**src/rtl/fir_mac_sequencer.sv**
```systemverilog
// Sequencer for a time-multiplexed FIR engine: per accepted sample it writes the buffer,
// walks all taps through one shared MAC, then waits out the MAC pipeline.
// Optional build macro FIR_MAC_SEQ_FLUSH_EN adds a zero-fill pass over the buffer after clear.
module fir_mac_sequencer #(
  parameter int N_TAPS      = 32,
  parameter int ADDR_WIDTH  = $clog2(N_TAPS),
  parameter int MAC_LATENCY = 2
) (
  input  logic                  clk_i,
  input  logic                  clr_i,
  input  logic                  sample_valid_i,
  output logic                  ready_o,
  output logic                  wr_en_o,
  output logic [ADDR_WIDTH-1:0] wr_addr_o,
  output logic [ADDR_WIDTH-1:0] rd_addr_o,
  output logic [ADDR_WIDTH-1:0] coef_addr_o,
  output logic                  mac_en_o,
  output logic                  acc_clr_o,
  output logic                  acc_done_o,
  output logic                  overrun_o
`ifdef FIR_MAC_SEQ_FLUSH_EN
  ,
  output logic                  wr_zero_o
`endif
);

  localparam logic [2:0] S_IDLE  = 3'd0;
  localparam logic [2:0] S_WRITE = 3'd1;
  localparam logic [2:0] S_RUN   = 3'd2;
  localparam logic [2:0] S_DRAIN = 3'd3;
`ifdef FIR_MAC_SEQ_FLUSH_EN
  localparam logic [2:0] S_FLUSH   = 3'd4;
  localparam logic [2:0] RST_STATE = S_FLUSH;
  localparam logic       RST_READY = 1'b0;
`else
  localparam logic [2:0] RST_STATE = S_IDLE;
  localparam logic       RST_READY = 1'b1;
`endif

  localparam logic [ADDR_WIDTH-1:0] LAST_ADDR = ADDR_WIDTH'(N_TAPS - 1);
  localparam int                    CNT_W     = (MAC_LATENCY > 1) ? $clog2(MAC_LATENCY) : 1;
  localparam logic [CNT_W-1:0]      CNT_LAST  = CNT_W'((MAC_LATENCY > 0) ? MAC_LATENCY - 1 : 0);

  // Depth need not be a power of two, so wrap explicitly.
  function automatic logic [ADDR_WIDTH-1:0] wrap_inc(input logic [ADDR_WIDTH-1:0] a);
    return (a == LAST_ADDR) ? '0 : a + 1'b1;
  endfunction

  logic [2:0]            state_q, state_d;
  logic [ADDR_WIDTH-1:0] wr_ptr_q, wr_ptr_d;
  logic [CNT_W-1:0]      cnt_q, cnt_d;
  logic                  ready_q, ready_d;
  logic                  wr_en_q, wr_en_d;
  logic [ADDR_WIDTH-1:0] wr_addr_q, wr_addr_d;
  logic [ADDR_WIDTH-1:0] rd_addr_q, rd_addr_d;
  logic [ADDR_WIDTH-1:0] coef_addr_q, coef_addr_d;
  logic                  mac_en_q, mac_en_d;
  logic                  acc_clr_q, acc_clr_d;
  logic                  acc_done_q, acc_done_d;
  logic                  overrun_q, overrun_d;
`ifdef FIR_MAC_SEQ_FLUSH_EN
  logic                  wr_zero_q, wr_zero_d;
`endif

  always_comb begin
    // NOTE: every signal gets a default here so no path leaves it unassigned (no latches).
    state_d     = state_q;
    wr_ptr_d    = wr_ptr_q;
    cnt_d       = cnt_q;
    ready_d     = 1'b0;
    wr_en_d     = 1'b0;
    wr_addr_d   = wr_addr_q;
    rd_addr_d   = rd_addr_q;
    coef_addr_d = coef_addr_q;
    mac_en_d    = 1'b0;
    acc_clr_d   = 1'b0;
    acc_done_d  = 1'b0;
    overrun_d   = overrun_q | (sample_valid_i & ~ready_q);
`ifdef FIR_MAC_SEQ_FLUSH_EN
    wr_zero_d   = 1'b0;
`endif

    case (state_q)
      S_IDLE: begin
        if (sample_valid_i) begin
          state_d   = S_WRITE;
          wr_en_d   = 1'b1;
          wr_addr_d = wr_ptr_q;
          wr_ptr_d  = wrap_inc(wr_ptr_q);
        end else begin
          ready_d = 1'b1;
        end
      end
      // wr_addr_q keeps the newest sample's slot and serves as the tap-walk base.
      S_WRITE: begin
        state_d     = S_RUN;
        mac_en_d    = 1'b1;
        acc_clr_d   = 1'b1;
        rd_addr_d   = wr_addr_q;
        coef_addr_d = '0;
      end
      S_RUN: begin
        if (coef_addr_q != LAST_ADDR) begin
          mac_en_d    = 1'b1;
          coef_addr_d = coef_addr_q + 1'b1;
          rd_addr_d   = (rd_addr_q == '0) ? LAST_ADDR : rd_addr_q - 1'b1;
        end else if (MAC_LATENCY == 0) begin
          state_d    = S_IDLE;
          ready_d    = 1'b1;
          acc_done_d = 1'b1;
        end else begin
          state_d = S_DRAIN;
          cnt_d   = '0;
        end
      end
      S_DRAIN: begin
        if (cnt_q == CNT_LAST) begin
          state_d    = S_IDLE;
          ready_d    = 1'b1;
          acc_done_d = 1'b1;
        end else begin
          cnt_d = cnt_q + 1'b1;
        end
      end
`ifdef FIR_MAC_SEQ_FLUSH_EN
      // Zero-fill pass; ends once the last slot has been written.
      S_FLUSH: begin
        if (wr_en_q && wr_addr_q == LAST_ADDR) begin
          state_d = S_IDLE;
          ready_d = 1'b1;
        end else begin
          wr_en_d   = 1'b1;
          wr_zero_d = 1'b1;
          wr_addr_d = wr_ptr_q;
          wr_ptr_d  = wrap_inc(wr_ptr_q);
        end
      end
`endif
      default: begin
        state_d = S_IDLE;
        ready_d = 1'b1;
      end
    endcase
  end

  // NOTE: sequential state uses non-blocking assignments so all registers update together.
  always_ff @(posedge clk_i) begin
    if (clr_i) begin
      state_q     <= RST_STATE;
      wr_ptr_q    <= '0;
      cnt_q       <= '0;
      ready_q     <= RST_READY;
      wr_en_q     <= 1'b0;
      wr_addr_q   <= '0;
      rd_addr_q   <= '0;
      coef_addr_q <= '0;
      mac_en_q    <= 1'b0;
      acc_clr_q   <= 1'b0;
      acc_done_q  <= 1'b0;
      overrun_q   <= 1'b0;
`ifdef FIR_MAC_SEQ_FLUSH_EN
      wr_zero_q   <= 1'b0;
`endif
    end else begin
      state_q     <= state_d;
      wr_ptr_q    <= wr_ptr_d;
      cnt_q       <= cnt_d;
      ready_q     <= ready_d;
      wr_en_q     <= wr_en_d;
      wr_addr_q   <= wr_addr_d;
      rd_addr_q   <= rd_addr_d;
      coef_addr_q <= coef_addr_d;
      mac_en_q    <= mac_en_d;
      acc_clr_q   <= acc_clr_d;
      acc_done_q  <= acc_done_d;
      overrun_q   <= overrun_d;
`ifdef FIR_MAC_SEQ_FLUSH_EN
      wr_zero_q   <= wr_zero_d;
`endif
    end
  end

  assign ready_o     = ready_q;
  assign wr_en_o     = wr_en_q;
  assign wr_addr_o   = wr_addr_q;
  assign rd_addr_o   = rd_addr_q;
  assign coef_addr_o = coef_addr_q;
  assign mac_en_o    = mac_en_q;
  assign acc_clr_o   = acc_clr_q;
  assign acc_done_o  = acc_done_q;
  assign overrun_o   = overrun_q;
`ifdef FIR_MAC_SEQ_FLUSH_EN
  assign wr_zero_o   = wr_zero_q;
`endif

endmodule

```
**config.mk**
```make
export PLATFORM = sky130hd
export DESIGN_NAME = fir_mac_sequencer
export DESIGN_NICKNAME = d
export VERILOG_FILES = /design/src/rtl/fir_mac_sequencer.sv
export SDC_FILE = /design/constraint.sdc
export NUM_CORES = 1
export LEC_CHECK = 0
export CORE_MARGIN = 5
export CORE_UTILIZATION = 23
export DETAILED_ROUTE_END_ITERATION = 10
export SETUP_SLACK_MARGIN = 0.2
export SLEW_MARGIN = 20
export SYNTH_ARGS = -nofsm -noshare
export SYNTH_HDL_FRONTEND = slang
export SYNTH_SLANG_ARGS = --single-unit
```
**constraint.sdc**
```tcl
create_clock -name clk_i -period 2.4 [get_ports clk_i]
set_clock_uncertainty 0.05 [all_clocks]
set_input_delay 0.48 -clock clk_i [delete_from_list [all_inputs] [get_ports clk_i]]
set_output_delay 0.48 -clock clk_i [all_outputs]
set_load 0.02 [all_outputs]
```
==> flow_summary.toml <==
[floorplan]
dieWidth_um = 85.9
dieArea_mm2 = 0.00737
core_area_mm2 = 0.00554
start_util_pct = 23.9
num_rows = 27
die_h_um = 85.9
pin_count = 24

[synthesis]
mappedNetlistNets = 170
ys_types = 34
synthArstFlopShare_pct = 0
syn_avg_cell_area_um2 = 8.43
synth-edff-count = 0
post-synth-top-count-cell = "dfxtp_1"
ys_top_cells_by_area = "dfxtp_1 (44%), ha_1 (9.5%), a21oi_1 (6.4%)"
synthFlopType = "dfxtp_1"
syn_inst = 157
ys_seq_elements = 29
synth_commonest_cells = "dfxtp_1 (29), nand2_1 (20), nor2_1 (20)"
yosysSeqAreaShare_pct = 43.9
yosys_warnings = 0
synth_area_mm2 = 0.00132
netlist.area_leader.share_pct = 43.9
synth_area_leader_cell = "dfxtp_1"

[power_and_ir_drop]
clkPwrFrac_pct = 23.3
combPwrFrac_pct = 40.7
power_switching_mw = 0.686
p_sw_share_pct = 37.7
leakagePower_nw = 0.673
power_density_mw_per_mm2 = 1040
pwr-share-seq_pct = 35.9
internal_power_mw = 1.14
totalPowerFinal_mw = 1.82
irDropWorstVdd_uv = 377

[sta]
fmax_mhz = 527
setup_viol = 0
max_slew_margin_pct = 71.4
fin_tns_setup_ns = 0
post-route-period-util_pct = 79.1
tightest_slew_ns = 0.429
rsz0062_at_grt = "no"
hold_viol_final = 0
post-route-min-period_ns = 1.90
slew_violations = 0

[routing]
dr_total_vias = 1143
drtIter0Drc = 48
first_pass_iters = 4
routed_wl_um = 2960
via_per_inst = 4.45
drtAntennaViolNets = 0
wl_per_cell_um = 11.5
drc_errors = 0

[layout]
drive_above_1_share_pct = 9.19
area_growth_pct = 31.9
antenna_cells = 0
nNetsFinal = 197

[grt]
grt_pass1_wl_um = 5060
grt_max_degree = 16
first_global_vias = 1086
antenna_found_initial = 0
gr-total-overflow = 0
grt_use_total_pct = 8.61

[clock_network]
root_buffer = "clkbuf_8"
clk_latency_ns = 0.28
cts_made_buffers = 5
cts_setup_buffers = 0
post_cts_hold_buffer_count = 0
clock_path_buffers = 2
cts_tree = "built"
htreeDepth = 2
cts.sinks = 29
path_clk_slew_ns = 0.07

[place]
io_buffers = 23
gp_congestion = 0.795
dp_hpwl_um = 2190

[critical_path]
worst_setup_path_end_kind = "flip-flop"
cp_max_fo = 5
critPathLaunchType = "flip-flop"
arrival_ns = 2.05
path_class = "reg2reg"
required_ns = 2.55

[job]
max-cap-violations = 0

[run_status]
status = "finished, final reports clean"

[min_path]
hold_class = "reg2reg"
## per-stage QoR
stage,hold slack (ns),utilization (%),setup slack [ns],std cells,instance area [µm²]
5_1_grt,0.433,31.5,0.311,257,1750
4_1_cts,0.419,31.5,0.406,257,1740
3_5_place_dp,0.417,29.7,0.406,249,1650
6_report,0.420,31.5,0.501,257,1750
2_1_floorplan,0.380,-,0.529,157,1320
3_3_place_gp,0.404,29.7,0.484,249,1650
## layout by cell type (no fill, tap or decap), types with 2 or more instances in the layout
master,instances
dfxtp_1,29
clkdlybuf4s50_1,23
nand2_1,20
nor2_1,20
a21oi_1,17
ha_1,10
inv_1,9
o21ai_0,6
clkbuf_8,6
nor2b_1,5
buf_4,4
nor3_1,3
mux2i_1,3
a311oi_1,3
and3_1,2
a31oi_1,2
a22oi_1,2
## registers in the layout, summed over array words and instances (netlist names)
register,cells
wr_addr_o,5
acc_clr_o,1
mac_en_o,1
cnt_q,1
acc_done_o,1
coef_addr_o,5
ready_o,1
wr_ptr_q,5
overrun_o,1
state_q,2
wr_en_o,1
rd_addr_o,5
## area by class of cell
class                      instances  area, µm²
timing repair buffer              27        260
sequential                        29        581
multi-input combinational        112        684
clock buffer                       6       82.6
tap                               72       90.1
inverter                           9       33.8
fill                             612       3790
clock inverter                     2       13.8
## what timing repair did
action,in CTS,in global routing
setup endpoints to repair,0,1
resized for setup,0,1
endpoints found under the hold margin,0,0
## power groups by stage
stage / combinational (mW) / sequential [mW] / clock [mW]
after floorplan: 0.451 / 0.716 / 0
after global placement: 0.748 / 0.665 / 0
after detailed placement: 0.750 / 0.667 / 0
after CTS: 0.751 / 0.657 / 0.438
after global routing: 0.835 / 0.672 / 0.459
final: 0.743 / 0.655 / 0.425
## cell families after synthesis
family          after synthesis  synth area share [%]
buf+inv                      16                  4.63
flops                        29                  43.9
fa+ha+maj                    10                  9.45
simple gates                 61                  21.9
compound gates               38                  17.9
mux                           3                  2.27
## worst max-delay path, cell delays in order (launching register included)
cell     delay [ns]
dfxtp_1        0.39
ha_1           0.20
and3_1         0.16
ha_1           0.24
nor2b_2        0.09
nor2_1         0.29
buf_4          0.20
nand2_1        0.06
a31oi_1        0.15
## layer usage
metal | up-vias | part of all wire [%] | track usage, %
met1 | 525 | 49 | 10.9
met4 | 0 | 0.98 | 2.59
met2 | 21 | 44 | 13.2
li1 | 593 | - | -
met3 | 4 | 5.8 | 3.65
met5 | - | 0 | 0
## path summary, 6_finish.rpt
path	start	endpoint	slack [ns]	cells after the start
setup / recovery	coef_addr_o[0]	rd_addr_o[3]	0.50	8
hold reg to reg	cnt_q	acc_done_o	0.42	2
hold / removal	cnt_q	acc_done_o	0.42	2
setup reg to reg	coef_addr_o[0]	rd_addr_o[3]	0.50	8
Power figures use the tool's default switching activity.
